## src/rtl/piano_pkg.sv

```systemverilog
// Shared piano constants: key count, record layout, recorder FSM states and note indices.
package piano_pkg;

   localparam int unsigned NUM_KEYS  = 24;
   localparam int unsigned NOTE_W    = 5;
   localparam int unsigned TIME_W    = 29;
   localparam int unsigned REC_W     = NOTE_W + 2 * TIME_W;

   // Packed record layout: {note, start, end}
   localparam int unsigned NOTE_LSB  = 58;
   localparam int unsigned START_LSB = 29;
   localparam int unsigned END_LSB   = 0;

   typedef enum logic [1:0] {IDLE, REC, FLUSH} rec_state_e;

   // Key index to note name, as used by the tone generator
   localparam logic [NOTE_W-1:0] KEY_C4  = 5'd0,  KEY_D4  = 5'd1,  KEY_E4  = 5'd2;
   localparam logic [NOTE_W-1:0] KEY_F4  = 5'd3,  KEY_G4  = 5'd4,  KEY_A4  = 5'd5;
   localparam logic [NOTE_W-1:0] KEY_B4  = 5'd6,  KEY_C5  = 5'd7,  KEY_D5  = 5'd8;
   localparam logic [NOTE_W-1:0] KEY_E5  = 5'd9,  KEY_F5  = 5'd10, KEY_G5  = 5'd11;
   localparam logic [NOTE_W-1:0] KEY_A5  = 5'd12, KEY_B5  = 5'd13, KEY_CS4 = 5'd14;
   localparam logic [NOTE_W-1:0] KEY_DS4 = 5'd15, KEY_FS4 = 5'd16, KEY_GS4 = 5'd17;
   localparam logic [NOTE_W-1:0] KEY_AS4 = 5'd18, KEY_CS5 = 5'd19, KEY_DS5 = 5'd20;
   localparam logic [NOTE_W-1:0] KEY_FS5 = 5'd21, KEY_GS5 = 5'd22, KEY_AS5 = 5'd23;

   function automatic logic [REC_W-1:0] pack_record(input logic [NOTE_W-1:0] note,
                                                    input logic [TIME_W-1:0] t_start,
                                                    input logic [TIME_W-1:0] t_end);
      logic [REC_W-1:0] r;
      r                        = '0;
      r[NOTE_LSB  +: NOTE_W]   = note;
      r[START_LSB +: TIME_W]   = t_start;
      r[END_LSB   +: TIME_W]   = t_end;
      return r;
   endfunction

endpackage

```

## src/rtl/key_edge_sync.sv

```systemverilog
// Two-flop synchronizer for the raw key levels plus per-key rise/fall pulse generation.
module key_edge_sync
   import piano_pkg::*;
#(
   parameter int unsigned WIDTH = NUM_KEYS
) (
   input  logic             CLOCK_50,
   input  logic             reset,
   input  logic [WIDTH-1:0] key_in,
   output logic [WIDTH-1:0] key_rise,
   output logic [WIDTH-1:0] key_fall
);

   logic [WIDTH-1:0] sync1_q, sync2_q, prev_q;

   // Synchronizer chain and previous-value register
   always_ff @(posedge CLOCK_50 or posedge reset) begin
      if (reset) begin
         sync1_q <= '0;
         sync2_q <= '0;
         prev_q  <= '0;
      end else begin
         sync1_q <= key_in;
         sync2_q <= sync1_q;
         prev_q  <= sync2_q;
      end
   end

   // One-cycle pulses on synchronized level changes
   always_comb begin
      key_rise = sync2_q & ~prev_q;
      key_fall = ~sync2_q & prev_q;
   end

endmodule

```

## src/rtl/note_event_recorder.sv

```systemverilog
// Timestamps key presses/releases during a recording session and emits one packed
// record per completed note over a valid/ready handshake.
module note_event_recorder
   import piano_pkg::*;
#(
   parameter int unsigned TICK_DIV = 50000
) (
   input  logic                CLOCK_50,
   input  logic                reset,
   input  logic                record_en,
   input  logic [NUM_KEYS-1:0] key_in,
   output logic                rec_valid,
   input  logic                rec_ready,
   output logic [REC_W-1:0]    rec_data,
   output logic                recording,
   output logic [TIME_W-1:0]   tick_now,
   output logic                dropped
);

   localparam int unsigned       PRESC_W   = (TICK_DIV > 1) ? $clog2(TICK_DIV) : 1;
   localparam logic [PRESC_W-1:0] PRESC_MAX = PRESC_W'(TICK_DIV - 1);
   localparam logic [TIME_W-1:0]  TICK_SAT  = '1;

   rec_state_e          state_q, state_d;
   logic [PRESC_W-1:0]  presc_q, presc_d;
   logic [TIME_W-1:0]   tick_q, tick_d;
   logic [NUM_KEYS-1:0] held_q, held_d, pending_q, pending_d;
   logic [TIME_W-1:0]   start_q [NUM_KEYS];
   logic [TIME_W-1:0]   start_d [NUM_KEYS];
   logic [TIME_W-1:0]   end_q   [NUM_KEYS];
   logic [TIME_W-1:0]   end_d   [NUM_KEYS];
   logic                rec_valid_q, rec_valid_d;
   logic [REC_W-1:0]    rec_data_q, rec_data_d;
   logic                dropped_q, dropped_d;
   logic [NUM_KEYS-1:0] key_rise, key_fall;
   logic [NOTE_W-1:0]   sel;

   key_edge_sync #(
      .WIDTH (NUM_KEYS)
   ) u_key_edge_sync (
      .CLOCK_50 (CLOCK_50),
      .reset    (reset),
      .key_in   (key_in),
      .key_rise (key_rise),
      .key_fall (key_fall)
   );

   // Lowest-index pending key wins the output stage
   always_comb begin
      sel = '0;
      for (int k = NUM_KEYS - 1; k >= 0; k--) begin
         if (pending_q[k]) sel = NOTE_W'(k);
      end
   end

   // Next-state: FSM, timebase, key bookkeeping and output stage
   always_comb begin
      state_d     = state_q;
      presc_d     = presc_q;
      tick_d      = tick_q;
      held_d      = held_q;
      pending_d   = pending_q;
      start_d     = start_q;
      end_d       = end_q;
      rec_valid_d = rec_valid_q;
      rec_data_d  = rec_data_q;
      dropped_d   = dropped_q;

      unique case (state_q)
         IDLE: begin
            if (record_en) begin
               state_d   = REC;
               presc_d   = '0;
               tick_d    = '0;
               held_d    = '0;
               pending_d = '0;
               dropped_d = 1'b0;
            end
         end
         REC: begin
            if (presc_q == PRESC_MAX) begin
               presc_d = '0;
               if (tick_q != TICK_SAT) tick_d = tick_q + 1'b1;
            end else begin
               presc_d = presc_q + 1'b1;
            end
            for (int k = 0; k < NUM_KEYS; k++) begin
               if (key_rise[k]) begin
                  if (pending_q[k]) begin
                     dropped_d = 1'b1;
                  end else if (!held_q[k]) begin
                     start_d[k] = tick_q;
                     held_d[k]  = 1'b1;
                  end
               end
               if (key_fall[k] && held_q[k]) begin
                  end_d[k]     = tick_q;
                  held_d[k]    = 1'b0;
                  pending_d[k] = 1'b1;
               end
            end
            if (!record_en) state_d = FLUSH;
         end
         FLUSH: begin
            // Held keys are closed out at the frozen timestamp; only the first cycle has any
            for (int k = 0; k < NUM_KEYS; k++) begin
               if (held_q[k]) begin
                  end_d[k]     = tick_q;
                  pending_d[k] = 1'b1;
               end
            end
            held_d = '0;
            if (pending_q == '0 && held_q == '0 && !rec_valid_q) state_d = IDLE;
         end
         default: state_d = IDLE;
      endcase

      if (state_q != IDLE) begin
         if (rec_valid_q) begin
            if (rec_ready) rec_valid_d = 1'b0;
         end else if (pending_q != '0) begin
            rec_valid_d    = 1'b1;
            rec_data_d     = pack_record(sel, start_q[sel], end_q[sel]);
            pending_d[sel] = 1'b0;
         end
      end
   end

   // State registers
   always_ff @(posedge CLOCK_50 or posedge reset) begin
      if (reset) begin
         state_q     <= IDLE;
         presc_q     <= '0;
         tick_q      <= '0;
         held_q      <= '0;
         pending_q   <= '0;
         rec_valid_q <= 1'b0;
         rec_data_q  <= '0;
         dropped_q   <= 1'b0;
         for (int k = 0; k < NUM_KEYS; k++) begin
            start_q[k] <= '0;
            end_q[k]   <= '0;
         end
      end else begin
         state_q     <= state_d;
         presc_q     <= presc_d;
         tick_q      <= tick_d;
         held_q      <= held_d;
         pending_q   <= pending_d;
         rec_valid_q <= rec_valid_d;
         rec_data_q  <= rec_data_d;
         dropped_q   <= dropped_d;
         start_q     <= start_d;
         end_q       <= end_d;
      end
   end

   // Outputs
   always_comb begin
      rec_valid = rec_valid_q;
      rec_data  = rec_data_q;
      recording = (state_q == REC);
      tick_now  = tick_q;
      dropped   = dropped_q;
   end

endmodule
```

## config.mk

```make
export PLATFORM = sky130hd
export DESIGN_NAME = note_event_recorder
export DESIGN_NICKNAME = d
export VERILOG_FILES = /design/src/rtl/piano_pkg.sv /design/src/rtl/key_edge_sync.sv /design/src/rtl/note_event_recorder.sv
export SDC_FILE = /design/constraint.sdc
export NUM_CORES = 2
export LEC_CHECK = 0
export ABC_CLOCK_PERIOD_IN_PS = 46200
export BUFFER_PORTS_ARGS = -buffer_cell sky130_fd_sc_hd__buf_4
export CAP_MARGIN = 20
export CORE_MARGIN = 1
export CORE_UTILIZATION = 33
export CTS_CLUSTER_SIZE = 20
export DETAILED_ROUTE_END_ITERATION = 10
export PLACE_DENSITY_LB_ADDON = 0.15
export SYNTH_ARGS = -nofsm -noshare
export SYNTH_HDL_FRONTEND = slang
export SYNTH_SLANG_ARGS = --single-unit
```

## constraint.sdc

```tcl
create_clock -name CLOCK_50 -period 46.2 [get_ports CLOCK_50]
set_input_delay 4.62 -clock CLOCK_50 [delete_from_list [all_inputs] [get_ports CLOCK_50]]
set_output_delay 4.62 -clock CLOCK_50 [all_outputs]
set_load 0.01 [all_outputs]
```

# == Word-level counts from Yosys, hierarchy flattened ==
# Cells that the tools add are included.
# word_totals
register_bits,1624
out_inout_bits,95
# op_classes
addsub,2
order_cmp,3
eq_ne,105
mux,279
bitwise,56
n_reduce_logical,112
# op_table
operator,n
two-way mux 29 bit,55
one-hot mux 696 bit (2 select lines),1
binary-select mux 29 bit (select 5 bit),2
AND reduction 4 bit,49
two-way mux 1 bit,180
one-hot mux 24 bit (3 select lines),2
two-way mux 24 bit,5
two-way mux 5 bit,24
AND reduction 3 bit,26
AND 24 bit,3
"!= test 3 x 1 -> 1 bit, second input constant",24
"!= test 3 x 2 -> 1 bit, second input constant",24
inverter 24 bit,3
one-hot mux 29 bit (2 select lines),1
"!= test 2 bit, second input constant",27
"!= test 2 x 1 -> 1 bit, second input constant",26
inverter 1 bit,49
logical NOT 24 bit,2
two-way mux 16 bit,2
one-hot mux 16 bit (2 select lines),1
"adder 29 x 1 -> 29 bit, second input constant",1
"!= test 29 bit, second input constant",1
logical AND 1 bit,27
nonzero test 24 bit,1
17 further kinds,21

# == Depth between registers and ports, before layout ==
# depth
ltp_word,57
mapped_depth,13

# == By module ==
# A second synthesis with hierarchy kept.
# hier_totals
hier_cells,6115
area_unflattened_um2,73271.5
# by_module_without_submodules
module,instances,cells_per_inst,area_each_um2,seq_area_each_um2
note_event_recorder,1,5994,71045.6,38837.2
key_edge_sync,1,121,2225.9,1801.7

# == Least setup slack after synthesis ==
# No wires, ideal clock.
# synth_timing
path_type,input -> register
startpoint,input record_en
endpoint,register tick_q[23] (netlist: tick_now[23])
setup_ps,78
arrival_ps,5919
t_required_ps,46122
slack_ps,40203
stages,7
path_buffers,0
path_cell_list,mux2i_1 and2b_1 nand2_2 nor3_4 nand4_1 or3_1 a21oi_1
# synth_between
elab_chain_cells,2
# synth_rtl
item,line_no,text
start: declaration,note_event_recorder.sv:10,"input logic record_en,"
!= test 2 bit (no source line),--,
AND reduction 4 bit (no source line),--,
end signal: assignment,note_event_recorder.sv:147,tick_q <= tick_d;
end: declaration,note_event_recorder.sv:26,"logic [TIME_W-1:0] tick_q, tick_d;"
# Every way passes these cells.
# A chain may end at the register's enable or synchronous reset.

==> reports/metrics.yaml <==
ant_nets: 0
cts_hold_buf: 0
ys_seq_elements: 1624
grt_max_degree: 177
fin_crit_sh_pct: 19.8
routabilityCongestion: 0.809
clock_sinks: 1624
clkLatencyLatePin_ns: 0.84
path_max_fanout: 77
cap_violations: 0
routed_wl_um: 257000
finClkSkew_ns: 0.0466
worst_setup_path_end_kind: "asynchronous set/reset pin"
die_w_um: 466
cts-root-buf: "clkbuf_16"
relSlewSlack_pct: 25.2
finalCriticalPeriod_ns: 9.15
hold_class: "register to register"
clk_pin_slew_ns: 0.06
synth.yosys.warnings: 0
fin_setup_tns_ns: 0
drtIter0Drc: 4286
synth_seq_area_share_pct: 57.2
detail_route.vias_per_cell: 5.69
final-setup-viol-count: 0
fmax_mhz: 109
cp_data_arrival_time_ns: 10.05
row_count: 169
path_class: "primary input to asynchronous set/reset pin"
first_pass_iters: 6
core_um2: 213000
antenna_found_initial: 10
die_area_um2: 217000
die_y_um: 466
maxSlewViolCount: 0
syn-num-nets: 5962
syn_inst: 5928
hold_viol_final: 0
synth_area_leaders: "dfrtp_1, mux2_2, nand2_1"
htree_levels: 4
avgSynthCellArea_um2: 12.0
track_usage_pct: 23.6
grt_pass1_vias: 50500
synth_area_leader_cell: "dfrtp_1"
cts_resized: 0
grt_pass1_wl_um: 373000
drcViolationCount: 0
status: "completed"
dp_hpwl_um: 138000
synth.top_cells.by_count: "dfrtp_1, mux2_2, nand2_1, clkbuf_1, o21ai_0"
dp_cells: 8459
grt_setup_unrepaired: "false"
synth_top_flop_cell: "dfrtp_1"
fin_util_pct: 38.0
synth_edf_count: 0
grt-ovfl-total: 0
async_flop_share_pct: 100
startpoint_type: "primary input"
cp.required_ns: 47.10
fin_cells: 8797
worst_pin_slew_ns: 1.12
avgRoutedWirePerCell_um: 29.2
syn_area_um2: 71000
vias: 50000
start_util_pct: 33.3
drive_gt1_share_pct: 30.8
synth_top_area_share_pct: 57.2
cts_buffer_depth: 3
synth_most_common_cell: "dfrtp_1"
post-cts-setup-buffers: 0
areaGrowthSynthToFinish_pct: 13.8
synth_cell_types: 80
cts_buffers: 180
port_buffers: 122
final_nets: 5856
ios: 123
tritoncts: "yes"
[layer usage]
| layer | vias up | track usage, % | wire length (um) |
|---|---|---|---|
| met1 | 26900 | 32.6 | 117000 |
| met5 | - | 0 | 0 |
| met3 | 358 | 3.77 | 12800 |
| met4 | 0 | 7.14 | 7610 |
| met2 | 1302 | 37.9 | 120000 |
| li1 | 21500 | - | - |
[worst max-delay path, cell delays in order]
cell	delay [ns]
buf_4	0.12
clkinvlp_4	0.50
buf_4	0.83
buf_4	0.59
buf_4	0.80
buf_4	0.84
buf_4	0.83
buf_4	0.68
[cell type report]
type	count	area (um^2)
Fill cell	20400	132000
Antenna cell	3	7.51
Inverter	68	259
Clock inverter	59	684
Sequential cell	1624	40700
Timing Repair Buffer	279	2200
Multi-Input combinational cell	3669	28300
Tap cell	2821	3530
Clock buffer	274	5220
[logic make-up after synthesis]
logic type | count (synthesis) | share of synthesized area (%)
XOR/XNOR | 29 | 0.358
buffers and inverters | 635 | 3.62
multiplexers | 1113 | 17.6
flip-flops | 1624 | 57.2
AND/OR/NAND/NOR | 1127 | 6.92
adder cells (fa/ha/maj) | 6 | 0.106
AO/OA/AOI/OAI | 1394 | 14.1
[placed cells by master (no fill, tap or decap), types with 41 or more instances in the layout]
cell       netlist  routed
nand2_1        649     646
clkbuf_16        0     182
a22o_1          92      92
mux2_2        1111    1111
buf_4           11     270
nor2_1         172     167
o22ai_1         72      72
inv_1           68      67
nor3_1          48      45
o221a_2         58      58
nand3_1         76      74
a222oi_1        41      41
a221o_1         41      41
a22oi_1        107     107
o221ai_1        58      58
o21ai_0        423     423
a21oi_1         87      85
dfrtp_1       1624    1601
o211ai_1        58      58
a221oi_1       123     123
clkbuf_1       465      60
[worst paths after layout]
kind,startpoint,end,slack [ns],cells after the start
worst max-delay path,reset,end_q[626]$_DFFE_PP0P_,37.05,8
worst min-delay path,u_key_edge_sync.sync1_q[2]$_DFF_PP0_,u_key_edge_sync.sync2_q[2]$_DFF_PP0_,0.34,0
worst max register to register,pending_q[6]$_DFF_PP0_,rec_data[51]$_DFFE_PP0P_,40.61,12
worst min register to register,u_key_edge_sync.sync1_q[2]$_DFF_PP0_,u_key_edge_sync.sync2_q[2]$_DFF_PP0_,0.34,0
max in group CLOCK_50,tick_now[13]$_DFFE_PP0P_,tick_now[13],39.39,1
min in group asynchronous,reset,presc_q[2]$_DFFE_PP0P_,3.94,2
[stage by stage]
stage               area (um^2)  setup slack (ns)  hold slack (ns)
finish                    80800             37.05            0.343
global route              80800             36.15            0.341
CTS                       80800             36.79            0.345
detailed placement        74900             35.89            0.336
global placement          74900             35.93            0.335
floorplan                 71000             19.07            0.331
[sequential cells by signal (all words and copies together), names as in the netlist]
signal and flops:
end_q 696, start_q 696, rec_data 63, tick_now 29
held_q 24, pending_q 24, u_key_edge_sync.prev_q 24, u_key_edge_sync.sync1_q 24
u_key_edge_sync.sync2_q 24, presc_q 16, state_q 2, dropped 1
rec_valid 1
Power is not shown: default switching activity piles up to over one toggle a cycle in this logic, so the estimate is an artifact.
